===== src/rtl/piso_shift_tx.sv =====
// Parallel-in/serial-out transmitter: accepts a WIDTH-bit word on a valid/ready
// load port and emits it one bit per clk. Optional macro: PISO_PARITY_EN.
module piso_shift_tx #(
  parameter int WIDTH     = 8,
  parameter int LSB_FIRST = 1
) (
  input  logic             clk,
  input  logic             reset,
  input  logic             load_valid,
  input  logic [WIDTH-1:0] load_data,
  output logic             load_ready,
  output logic             ser_out,
  output logic             ser_valid,
  output logic             ser_last,
  output logic             busy,
  output logic             dbg_state
);

`ifdef PISO_PARITY_EN
  localparam int FRAME = WIDTH + 1;
`else
  localparam int FRAME = WIDTH;
`endif
  localparam int CW = $clog2(FRAME + 1);
  localparam logic [CW-1:0] LAST_IDX = CW'(FRAME - 1);

  // Handshake: a word moves when load_valid & load_ready are both high at a
  // rising clk edge; load_ready depends only on registered state, never on load_valid.

  typedef enum logic {IDLE = 1'b0, SHIFT = 1'b1} state_t;

  state_t           state, state_nx;
  logic [FRAME-1:0] sreg, sreg_nx;
  logic [CW-1:0]    cnt, cnt_nx;
  logic             out_nx, valid_nx, last_nx;
  logic [FRAME-1:0] frame_word;
  logic             accept;

  // The parity bit always follows the data, whichever end goes first.
  always_comb begin
`ifdef PISO_PARITY_EN
    if (LSB_FIRST != 0) frame_word = {^load_data, load_data};
    else                frame_word = {load_data, ^load_data};
`else
    frame_word = load_data;
`endif
  end

  assign load_ready = (state == IDLE) || ((state == SHIFT) && ser_last);
  assign accept     = load_valid && load_ready;
  assign busy       = ser_valid;
  assign dbg_state  = state;

  always_comb begin
    state_nx = state;
    sreg_nx  = sreg;
    cnt_nx   = cnt;
    out_nx   = ser_out;
    valid_nx = ser_valid;
    last_nx  = ser_last;
    if (accept) begin
      // sreg holds only the bits still to come; the first goes straight to ser_out.
      state_nx = SHIFT;
      cnt_nx   = '0;
      valid_nx = 1'b1;
      last_nx  = 1'b0;
      if (LSB_FIRST != 0) begin
        out_nx  = frame_word[0];
        sreg_nx = frame_word >> 1;
      end else begin
        out_nx  = frame_word[FRAME-1];
        sreg_nx = frame_word << 1;
      end
    end else if (state == SHIFT) begin
      if (ser_last) begin
        state_nx = IDLE;
        sreg_nx  = '0;
        cnt_nx   = '0;
        out_nx   = 1'b0;
        valid_nx = 1'b0;
        last_nx  = 1'b0;
      end else begin
        cnt_nx  = cnt + CW'(1);
        last_nx = (cnt_nx == LAST_IDX);
        if (LSB_FIRST != 0) begin
          out_nx  = sreg[0];
          sreg_nx = sreg >> 1;
        end else begin
          out_nx  = sreg[FRAME-1];
          sreg_nx = sreg << 1;
        end
      end
    end
  end

  always_ff @(posedge clk or posedge reset) begin
    if (reset) begin
      state     <= IDLE;
      sreg      <= '0;
      cnt       <= '0;
      ser_out   <= 1'b0;
      ser_valid <= 1'b0;
      ser_last  <= 1'b0;
    end else begin
      state     <= state_nx;
      sreg      <= sreg_nx;
      cnt       <= cnt_nx;
      ser_out   <= out_nx;
      ser_valid <= valid_nx;
      ser_last  <= last_nx;
    end
  end

endmodule


===== config.mk =====
export PLATFORM = sky130hd
export DESIGN_NAME = piso_shift_tx
export DESIGN_NICKNAME = d
export VERILOG_FILES = /design/src/rtl/piso_shift_tx.sv
export SDC_FILE = /design/constraint.sdc
export NUM_CORES = 1
export LEC_CHECK = 0
export CORE_ASPECT_RATIO = 0.8
export CORE_UTILIZATION = 25
export CTS_BUF_LIST = sky130_fd_sc_hd__clkbuf_8 sky130_fd_sc_hd__clkbuf_16
export DETAILED_ROUTE_END_ITERATION = 12
export PLACE_DENSITY_LB_ADDON = 0.2
export SLEW_MARGIN = 20
export SYNTH_ARGS = -nofsm -noshare
export SYNTH_HDL_FRONTEND = slang
export SYNTH_SLANG_ARGS = --single-unit

===== constraint.sdc =====
create_clock -name clk -period 1.2 [get_ports clk]
set_clock_uncertainty 0.15 [all_clocks]
set_input_delay 0.24 -clock clk [delete_from_list [all_inputs] [get_ports clk]]
set_output_delay 0.24 -clock clk [all_outputs]
set_load 0.02 [all_outputs]

==> results.json, run 1 <==
{
  "rr_worst_depth": 4,
  "powerDensity_mw_per_mm2": 2540,
  "setup_viol": 7,
  "gp_congestion": 0.756,
  "yosysTopAreaCellShare": 0.528,
  "grtUsageTotal": 0.128,
  "synth_commonest_cells": "dfrtp_1, nand2_1, nand3_1",
  "antenna_cells": 0,
  "wl_per_cell_um": 12.3,
  "yosysSeqAreaShare": 0.528,
  "clockBufferDepth": 2,
  "clock_latency_ns": 0.24,
  "dpl.hpwl_mm": 1.12,
  "ys_warn_count": 0,
  "vias": 593,
  "drcViolationCount": 0,
  "fin_util": 0.440,
  "rows": 16,
  "place_area_um2": 971,
  "yosys.area.top_type": "dfrtp_1",
  "ios": 17,
  "layout_min_cycle_time_ns": 1.36,
  "cts_tree": "done",
  "drt-total-wl_mm": 1.64,
  "syn_nets": 81,
  "hp-class": "in2async",
  "worstSetupPathType": "reg2out",
  "drv_cap": 0,
  "viasPerCell": 4.46,
  "firstDrtPassIters": 4,
  "finalNonFillerCells": 133,
  "leakage_nw": 0.524,
  "nFillCells": 268,
  "io_buffer_count": 16,
  "netlist_area_um2": 711,
  "grt_pass1_vias": 552,
  "synth_most_common_cell": "dfrtp_1",
  "avgSynthCellArea_um2": 10.5,
  "drt_iter0_drc": 20,
  "fmax_mhz": 738,
  "antenna_left": 0,
  "antenna_found_initial": 0,
  "cts.reportedPaths.clkPinSlew_ns": 0.06,
  "worst-slew-pin-transition_ns": 0.236,
  "syn2layout_area_growth_pct": 58.6,
  "outcome": "finished with violations",
  "final_cell_area_mm2": 0.00113,
  "violations": "setup timing",
  "timing.final.crit_share": 1.13,
  "layout_setup_ws_ns": -0.156,
  "ys_ff_latch": 15,
  "grt_pass1_wl_mm": 2.77,
  "yosysUniqueCellTypes": 23,
  "grt_start_max_net_pins": 16,
  "synth-edff-count": 0,
  "cp-end-kind": "output pin",
  "grt.overflow.total": 0,
  "path_max_fanout": 3,
  "cts_buffers": 3,
  "cts.sinks": 15,
  "dieArea_mm2": 0.00306,
  "cts_max_level": 1,
  "start_kind": "flop",
  "ys.flop_type": "dfrtp_1",
  "globalRoute.busiestLayer": "met1",
  "drive_above_1_share": 0.454,
  "ir_drop_uv": 1640,
  "met3_usage": 0.0551,
  "cp_data_required_time_ns": 0.81,
  "grtUsageMet1": 0.184,
  "finalHoldViolations": 0,
  "r2r-start": "ser_last$_DFFE_PP0P_",
  "crit_start": "ser_last$_DFFE_PP0P_",
  "gr-usage-met2": 0.177,
  "die_w_um": 61.6,
  "cp.arrival_ns": 0.97,
  "rsz0062_at_grt": "true",
  "slew_violations": 0,
  "slew_headroom": 0.842,
  "synth_area_leaders": "dfrtp_1, a22oi_1, nand2_1, nand3_1, ha_1",
  "cts_root_buf": "clkbuf_8",
  "nets": 111,
  "dp_cells": 126,
  "start_util": 0.277,
  "synthArstFlopShare": 1.00,
  "synthCells": 68,
  "fp.coreArea_mm2": 0.00256,
  "chipHeight_um": 49.7
}
## metrics by stage
step	setup WS [ns]	hold slack (ns)	power, mW	TNS, ns
detailed placement	-0.334	0.337	2.11	-4.95
finish	-0.156	0.149	2.86	-0.555
global placement	-0.331	0.331	2.11	-4.80
global route	-0.199	0.154	3.08	-1.16
CTS	-0.167	0.155	2.62	-0.603
floorplan	0.00825	-0.00866	1.68	0
## flip-flops by register name, summed over array words and instances (netlist names)
signal     cells
ser_out        1
sreg           7
cnt            4
dbg_state      1
busy           1
ser_last       1
## worst paths after layout
| path | end | slack, ns |
|---|---|---|
| hold / removal | sreg[1]$_DFFE_PP0P_ | 0.15 |
| setup / recovery | load_ready | -0.16 |
| max in group asynchronous | ser_last$_DFFE_PP0P_ | 0.62 |
| min in group clk | sreg[6]$_DFFE_PP0P_ | 0.35 |
| setup reg to reg | sreg[6]$_DFFE_PP0P_ | -0.09 |
| hold reg to reg | sreg[6]$_DFFE_PP0P_ | 0.35 |
## layout make-up
type / count / area [µm²] / share of cell area
Sequential cell: 15 / 382 / 0.339
Tap cell: 36 / 45.0 / 0.0400
Timing Repair Buffer: 30 / 288 / 0.255
Clock buffer: 3 / 41.3 / 0.0366
Inverter: 4 / 15.0 / 0.0133
Multi-Input combinational cell: 44 / 353 / 0.313
Clock inverter: 1 / 3.75 / 0.00333
## critical path, stage by stage (launching register included)
cell     delay [ns]
dfrtp_2        0.44
nor2b_4        0.12
inv_2          0.05
buf_6          0.12
## power breakdown
part	leakage [nW]	switching, mW	internal, mW
sequential	0.186	0.214	0.717
clock	0.0269	0.168	0.226
combinational	0.311	0.726	0.811
## timing repair
item | 4_1_cts | 5_1_grt
setup buffers | 2 | 1
hold buffers | 0 | 0
endpoints found under the setup margin | 18 | 20
pin swaps | 4 | 2
gates resized for setup | 39 | 18
endpoints found under the hold margin | 0 | 0
## routing by layer
layer | vias to the layer above | routed length (µm)
met5 | - | 0
met4 | 0 | 0
met3 | 0 | 85
met2 | 14 | 715
met1 | 287 | 837
li1 | 292 | -
## cells in the final DEF, fill, tap and decap left out
master and count:
a21oi_1 1, a22o_1 2, a22oi_1 2, a22oi_2 5, a31oi_1 1, a32o_1 1
buf_12 1, buf_4 12, buf_6 7, clkbuf_8 3, clkdlybuf4s50_1 9, dfrtp_1 10
dfrtp_2 5, dlygate4sd2_1 1, ha_4 2, inv_1 3, inv_2 2, nand2_1 11
nand3_1 8, nand3_2 1, nor2_2 1, nor2_4 1, nor2b_4 1, nor3b_4 1
o21ai_1 2, o21ai_2 2, xnor2_1 1, xor2_1 1
## logic make-up after synthesis
family,after synthesis,synth area share
fa+ha+maj,2,0.0352
xor+xnor,2,0.0247
buf+inv,9,0.0810
simple gates,24,0.169
compound gates,16,0.162
flops,15,0.528
Power figures use the tool's default switching activity.
==> run 2: changes to the inputs <==
--- a/config.mk
+++ b/config.mk
@@ -10,7 +10,7 @@
 export CTS_BUF_LIST = sky130_fd_sc_hd__clkbuf_8 sky130_fd_sc_hd__clkbuf_16
 export DETAILED_ROUTE_END_ITERATION = 12
 export PLACE_DENSITY_LB_ADDON = 0.2
-export SLEW_MARGIN = 20
+export SLEW_MARGIN = 15
 export SYNTH_ARGS = -nofsm -noshare
 export SYNTH_HDL_FRONTEND = slang
 export SYNTH_SLANG_ARGS = --single-unit
==> results of run 2 <==
No change in the layout: final DEF, timing and power equal those of run 1.
